<file path="src/rtl/dm_arbiter_pkg.sv">
// Shared definitions for the two-port data-memory arbiter: FSM encoding,
// legal byte-enable codes and the lock timeout.
package dm_arbiter_pkg;

  typedef logic [1:0] arb_state_t;

  localparam arb_state_t ST_ARB   = 2'd0;
  localparam arb_state_t ST_LOCK0 = 2'd1;
  localparam arb_state_t ST_LOCK1 = 2'd2;

  localparam int LOCK_TIMEOUT = 16;

  localparam logic [3:0] BE_WORD = 4'b1111;
  localparam logic [3:0] BE_HALF_HI = 4'b1100;
  localparam logic [3:0] BE_HALF_LO = 4'b0011;
  localparam logic [3:0] BE_BYTE3 = 4'b1000;
  localparam logic [3:0] BE_BYTE2 = 4'b0100;
  localparam logic [3:0] BE_BYTE1 = 4'b0010;
  localparam logic [3:0] BE_BYTE0 = 4'b0001;

  // Only aligned word, half-word and byte lanes may reach the memory.
  function automatic logic be_legal(input logic [3:0] be);
    logic ok;
    case (be)
      BE_WORD, BE_HALF_HI, BE_HALF_LO,
      BE_BYTE3, BE_BYTE2, BE_BYTE1, BE_BYTE0: ok = 1'b1;
      default: ok = 1'b0;
    endcase
    return ok;
  endfunction

endpackage

</file>
<file path="src/rtl/dm_rr_pick.sv">
// Two-request round-robin picker; ptr names the requester that wins a tie.
module dm_rr_pick (
  input  logic req0,
  input  logic req1,
  input  logic ptr,
  output logic gnt0,
  output logic gnt1
);

  // Tie goes to the requester selected by ptr; a lone request always wins.
  always_comb begin
    gnt0 = 1'b0;
    gnt1 = 1'b0;
    if (req0 && req1) begin
      gnt0 = ~ptr;
      gnt1 = ptr;
    end else begin
      gnt0 = req0;
      gnt1 = req1;
    end
  end

endmodule

</file>
<file path="src/rtl/dm_arbiter.sv">
// Arbitrates the CPU MEM stage (m0) and the bridge port (m1) onto one
// data-memory port, with round-robin fairness and lockable ownership.
module dm_arbiter
  import dm_arbiter_pkg::*;
#(
  parameter int ADDR_W = 12,
  parameter int DATA_W = 32
) (
  input  logic              clk,
  input  logic              reset,
  input  logic              m0_req,
  input  logic              m0_we,
  input  logic [ADDR_W-1:0] m0_addr,
  input  logic [DATA_W-1:0] m0_wdata,
  input  logic [3:0]        m0_be,
  input  logic              m0_lock,
  output logic              m0_gnt,
  output logic              m0_rvalid,
  output logic [DATA_W-1:0] m0_rdata,
  output logic              m0_err,
  input  logic              m1_req,
  input  logic              m1_we,
  input  logic [ADDR_W-1:0] m1_addr,
  input  logic [DATA_W-1:0] m1_wdata,
  input  logic [3:0]        m1_be,
  input  logic              m1_lock,
  output logic              m1_gnt,
  output logic              m1_rvalid,
  output logic [DATA_W-1:0] m1_rdata,
  output logic              m1_err,
  output logic [ADDR_W-1:0] dm_a,
  output logic [DATA_W-1:0] dm_wdata,
  output logic [3:0]        dm_be,
  output logic              dm_memread,
  output logic              dm_memwrite,
  input  logic [DATA_W-1:0] dm_rd
);

  localparam logic [4:0] CNT_LAST = 5'(LOCK_TIMEOUT - 1);

  arb_state_t state_r, state_nxt_s;
  logic       ptr_r, ptr_nxt_s;
  logic [4:0] cnt_r, cnt_nxt_s;

  logic pick0_s, pick1_s;
  logic gnt0_s, gnt1_s;
  logic win_any_s, win_we_s;
  logic [ADDR_W-1:0] win_addr_s;
  logic [DATA_W-1:0] win_wdata_s;
  logic [3:0] win_be_s;

  dm_rr_pick u_pick (
    .req0 (m0_req),
    .req1 (m1_req),
    .ptr  (ptr_r),
    .gnt0 (pick0_s),
    .gnt1 (pick1_s)
  );

  // Grant selection: picker in ARB, only the owner while locked, none in reset.
  always_comb begin
    gnt0_s = 1'b0;
    gnt1_s = 1'b0;
    if (reset) begin
      gnt0_s = 1'b0;
      gnt1_s = 1'b0;
    end else begin
      case (state_r)
        ST_ARB: begin
          gnt0_s = pick0_s;
          gnt1_s = pick1_s;
        end
        ST_LOCK0: gnt0_s = m0_req;
        ST_LOCK1: gnt1_s = m1_req;
        default: begin
          gnt0_s = pick0_s;
          gnt1_s = pick1_s;
        end
      endcase
    end
  end

  // Winner mux; the memory port is driven to zero when nobody is granted.
  always_comb begin
    win_any_s   = 1'b0;
    win_we_s    = 1'b0;
    win_addr_s  = '0;
    win_wdata_s = '0;
    win_be_s    = 4'b0000;
    if (gnt0_s) begin
      win_any_s   = 1'b1;
      win_we_s    = m0_we;
      win_addr_s  = m0_addr;
      win_wdata_s = m0_wdata;
      win_be_s    = m0_be;
    end else if (gnt1_s) begin
      win_any_s   = 1'b1;
      win_we_s    = m1_we;
      win_addr_s  = m1_addr;
      win_wdata_s = m1_wdata;
      win_be_s    = m1_be;
    end else begin
      win_any_s = 1'b0;
    end
  end

  assign m0_gnt      = gnt0_s;
  assign m1_gnt      = gnt1_s;
  assign dm_a        = win_addr_s;
  assign dm_wdata    = win_wdata_s;
  assign dm_be       = win_be_s;
  assign dm_memread  = win_any_s & ~win_we_s;
  assign dm_memwrite = win_any_s & win_we_s & be_legal(win_be_s);

  // Next state, fairness pointer and lock-idle counter.
  always_comb begin
    state_nxt_s = state_r;
    ptr_nxt_s   = ptr_r;
    cnt_nxt_s   = cnt_r;
    case (state_r)
      ST_ARB: begin
        cnt_nxt_s = 5'd0;
        if (gnt0_s) begin
          ptr_nxt_s   = 1'b1;
          state_nxt_s = m0_lock ? ST_LOCK0 : ST_ARB;
        end else if (gnt1_s) begin
          ptr_nxt_s   = 1'b0;
          state_nxt_s = m1_lock ? ST_LOCK1 : ST_ARB;
        end else begin
          state_nxt_s = ST_ARB;
        end
      end
      ST_LOCK0: begin
        if (gnt0_s) begin
          ptr_nxt_s   = 1'b1;
          cnt_nxt_s   = 5'd0;
          state_nxt_s = m0_lock ? ST_LOCK0 : ST_ARB;
        end else if (cnt_r == CNT_LAST) begin
          cnt_nxt_s   = 5'd0;
          state_nxt_s = ST_ARB;
        end else begin
          cnt_nxt_s = cnt_r + 5'd1;
        end
      end
      ST_LOCK1: begin
        if (gnt1_s) begin
          ptr_nxt_s   = 1'b0;
          cnt_nxt_s   = 5'd0;
          state_nxt_s = m1_lock ? ST_LOCK1 : ST_ARB;
        end else if (cnt_r == CNT_LAST) begin
          cnt_nxt_s   = 5'd0;
          state_nxt_s = ST_ARB;
        end else begin
          cnt_nxt_s = cnt_r + 5'd1;
        end
      end
      default: begin
        state_nxt_s = ST_ARB;
        cnt_nxt_s   = 5'd0;
      end
    endcase
  end

  // Control state registers.
  always_ff @(posedge clk) begin
    if (reset) begin
      state_r <= ST_ARB;
      ptr_r   <= 1'b0;
      cnt_r   <= 5'd0;
    end else begin
      state_r <= state_nxt_s;
      ptr_r   <= ptr_nxt_s;
      cnt_r   <= cnt_nxt_s;
    end
  end

  // Read return and error pulses; rdata only changes on a read granted to its owner.
  always_ff @(posedge clk) begin
    if (reset) begin
      m0_rvalid <= 1'b0;
      m1_rvalid <= 1'b0;
      m0_err    <= 1'b0;
      m1_err    <= 1'b0;
      m0_rdata  <= '0;
      m1_rdata  <= '0;
    end else begin
      m0_rvalid <= gnt0_s & ~m0_we;
      m1_rvalid <= gnt1_s & ~m1_we;
      m0_err    <= gnt0_s & m0_we & ~be_legal(m0_be);
      m1_err    <= gnt1_s & m1_we & ~be_legal(m1_be);
      if (gnt0_s && !m0_we) begin
        m0_rdata <= dm_rd;
      end else begin
        m0_rdata <= m0_rdata;
      end
      if (gnt1_s && !m1_we) begin
        m1_rdata <= dm_rd;
      end else begin
        m1_rdata <= m1_rdata;
      end
    end
  end

endmodule

</file>
<file path="config.mk">
export PLATFORM = sky130hd
export DESIGN_NAME = dm_arbiter
export DESIGN_NICKNAME = d
export VERILOG_FILES = /design/src/rtl/dm_arbiter_pkg.sv /design/src/rtl/dm_rr_pick.sv /design/src/rtl/dm_arbiter.sv
export SDC_FILE = /design/constraint.sdc
export NUM_CORES = 1
export LEC_CHECK = 0
export ABC_AREA = 1
export CAP_MARGIN = 20
export CORE_ASPECT_RATIO = 1.4
export CORE_MARGIN = 2
export CORE_UTILIZATION = 36
export CTS_CLUSTER_DIAMETER = 150
export DETAILED_ROUTE_END_ITERATION = 8
export PLACE_DENSITY = 0.82
export SLEW_MARGIN = 0
export SYNTH_ARGS = -nofsm -noshare
export SYNTH_HDL_FRONTEND = slang
export SYNTH_SLANG_ARGS = --single-unit
</file>
<file path="constraint.sdc">
create_clock -name clk -period 2.1 [get_ports clk]
set_input_delay 0.315 -clock clk [delete_from_list [all_inputs] [get_ports clk]]
set_output_delay 0.315 -clock clk [all_outputs]
set_load 0.01 [all_outputs]
</file>
==> reports/metrics.cfg <==
[outcome]
status = finished, violations left
violations = negative setup slack

[drt]
totalWireLength_mm = 18.6
drt_pass1_iterations = 5
avgRoutedWirePerCell_um = 18.2
antenna_left = 0
via_per_inst = 5.08
initialDrtViolationCount = 239
drc = 0
vias = 5183

[logic_synthesis]
ys.flop_type = dfxtp_1
ys_types = 26
ys_warn_count = 0
synth_seq_cells = 76
synth_top_area_share_pct = 40.3
synth.avg_cell_area_um2 = 6.66
synthCells = 567
ys_async_sr_fraction_pct = 0
synth_area_leader_cell = dfxtp_1
syn-num-nets = 709
synth-edff-count = 0
synth.area.mux_share_pct = 0
yosysMostFrequentCell = nor2_1
synth_commonest_cells = 151 x nor2_1, 133 x nand2_1, 76 x dfxtp_1
synthAdderAreaFrac_pct = 1.99
synth-xor-area-share_pct = 0.464
synth_area_leaders = dfxtp_1 40%, nor2_1 15%, nand2_1 13%
synth_top_family_by_area = simple AND/OR/NAND/NOR gates
ys_seq_area_share_pct = 40.3
synth_area_um2 = 3770
synth-compound-area-share_pct = 10.2
synth-simple-area-share_pct = 38.5

[placed_design]
place_area_um2 = 6650
gp_congestion = 0.851
portBuffers = 255
hpwl_mm = 11.2

[global_route]
antenna_found_initial = 5
grt_max_degree = 38
grt_pass1_wl_mm = 26.7
grt_usage_pct = 29.6
grt_pass1_vias = 5235
overflow = 0

[cts]
cts.sinks = 76
clkTransAtPathRegs_ns = 0.06
clk_latency_ns = 0.34
root_buffer = clkbuf_16
cts_buffer_depth = 2
cts_tree = done
htree_levels = 3
cts-buffers-inserted = 9

[worst_setup_path]
criticalPathCategory = flop to output pin
critPathArrivalTime_ns = 2.22
cpMaxStageDelayCell = dfxtp_2
cpPeakStageDelay_ns = 0.34
cp-start-kind = flop
end_kind = output pin
regToRegStartpoint = state_r[0]
rr_worst_depth = 14
cpLargestDelayFamily = simple AND/OR/NAND/NOR gates
worstSetupEndpoint = dm_memwrite
rrSetupSlack_ns = -0.06
worstPathRequired_ns = 1.78
crit_cells = 15
cp_max_fo = 7
critical_path_buf_inv_count = 5
reg2reg_to = m0_rdata[13]
path_cells = inv_2 > ha_4 > inv_6 > nor2_4 > nor2_4 > nand2_4 > inv_8 > buf_6 > nand2_2 > nand2_1 > nand2_1 > nand2_1 > nor2_1 > nor2_1 > buf_2
crit_path_frequent_cell = nand2_1
crit_start = state_r[0]

[die]
die_area_um2 = 11300
start_util_pct = 36.7
core-area_um2 = 10300
rows = 44
fp.dieW_um = 90.5
die_h_um = 125
io_pins = 256

[finish]
finalInstanceArea_um2 = 7960
final_nets = 1015
area_growth_pct = 111
register_area_um2 = 1520
multi_input_area_um2 = 2400
drive_gt1_share_pct = 29.6
fillers = 663

[min_path]
hold_path_class = input pin to flop
holdPathStages = 2

[timing]
tightest_slew_ns = 0.434
setup_violations = 64
finClkSkew_ns = 0.00704
grt_setup_unrepaired = yes
hold_viol_final = 0
timing.setup.tns_ns = -10.28
finalCritPeriodShare_pct = 121
layout_min_cycle_time_ns = 2.53
fin_ws_ns = -0.431
max-slew-margin-rel_pct = 70.9
drv_slew = 0
fmax_ghz = 0.395

[pwr]
power_leakage_nw = 3.69
power_density_nw_per_um2 = 589
ir_drop_v = 0.000674

[run]
cap_violations = 0

[cells by family (layout without fill, tap and decap cells)]
| family | after synthesis | count (layout) |
|---|---|---|
| fa+ha+maj | 6 | 6 |
| simple gates | 351 | 351 |
| xor+xnor | 2 | 2 |
| other cells | 0 | 4 |
| buf+inv | 56 | 367 |
| flops | 76 | 76 |
| compound gates | 76 | 76 |
[cell usage in the layout (no fill, tap or decap), types with 9 or more instances in the layout]
| master | n |
|---|---|
| buf_4 | 35 |
| dfxtp_1 | 74 |
| buf_12 | 12 |
| clkdlybuf4s50_1 | 202 |
| inv_1 | 11 |
| nor2_1 | 137 |
| nor2_2 | 10 |
| buf_16 | 9 |
| o21ai_0 | 19 |
| nand2_2 | 35 |
| buf_6 | 27 |
| nand2_1 | 80 |
| clkbuf_16 | 10 |
| o21ai_1 | 40 |
| buf_2 | 39 |
| o21ai_2 | 9 |
| nand3_2 | 15 |
| nand3_1 | 39 |
| nand2_4 | 20 |
[through the flow]
step / util (%) / power, mW / hold WS, ns / worst slack, ns / cells
global placement: 64.6 / 2.60 / 0.427 / -0.584 / 967
CTS: 74.3 / 4.57 / 0.456 / -0.362 / 1015
detailed placement: 64.6 / 2.62 / 0.448 / -0.664 / 967
floorplan: - / 1.95 / 0.384 / 0.00448 / 567
finish: 77.3 / 4.68 / 0.287 / -0.431 / 1020
global route: 77.2 / 4.83 / 0.299 / -0.494 / 1016
[worst min-delay path by stage]
stage | from | endpoint | slack, ns
6_report | reset | ptr_r | 0.29
3_5_place_dp | cnt_r[0] | cnt_r[0] | 0.45
3_3_place_gp | cnt_r[0] | cnt_r[0] | 0.43
4_1_cts | cnt_r[0] | cnt_r[0] | 0.46
5_1_grt | reset | ptr_r | 0.30
2_1_floorplan | reset | ptr_r | 0.38
[area by class of cell]
type | count | share of cell area (%)
flip-flops and latches | 76 | 19.2
repair buffers | 331 | 42.9
multi-input cells | 435 | 30.1
inverters | 20 | 1.13
well taps | 138 | 2.17
diodes | 4 | 0.126
clock buffers | 11 | 3.05
clock inverters | 5 | 1.35
[state kept, by name, indices dropped and copies added, names as in the netlist]
register / flops
m1_err: 1
ptr_r: 1
m0_rvalid: 1
m0_err: 1
state_r: 2
m0_rdata: 32
cnt_r: 5
m1_rdata: 32
m1_rvalid: 1
[per-layer routing]
metal | track usage, % | vias up | wire (um)
met2 | 53.1 | 294 | 9460
met1 | 29.0 | 2395 | 6290
li1 | - | 2431 | -
met4 | 13.0 | 2 | 726
met3 | 13.3 | 61 | 2100
met5 | 0 | - | 14
[timing repair]
action                     in CTS  in global routing
resized for setup             265                164
hold buffers                    0                  0
setup endpoints to repair     124                124
buffers inserted               21                  5
cloned                         13                  1
pin swaps                      23                 40
[report_power, final]
part | total [mW] | internal (mW) | leakage [nW] | switching (mW)
clock | 1.81 | 1.20 | 0.170 | 0.614
combinational | 1.31 | 0.726 | 2.90 | 0.588
sequential | 1.56 | 1.51 | 0.621 | 0.0421
total | 4.68 | 3.44 | 3.69 | 1.24
No activity file was read; power rests on OpenSTA's default activity.
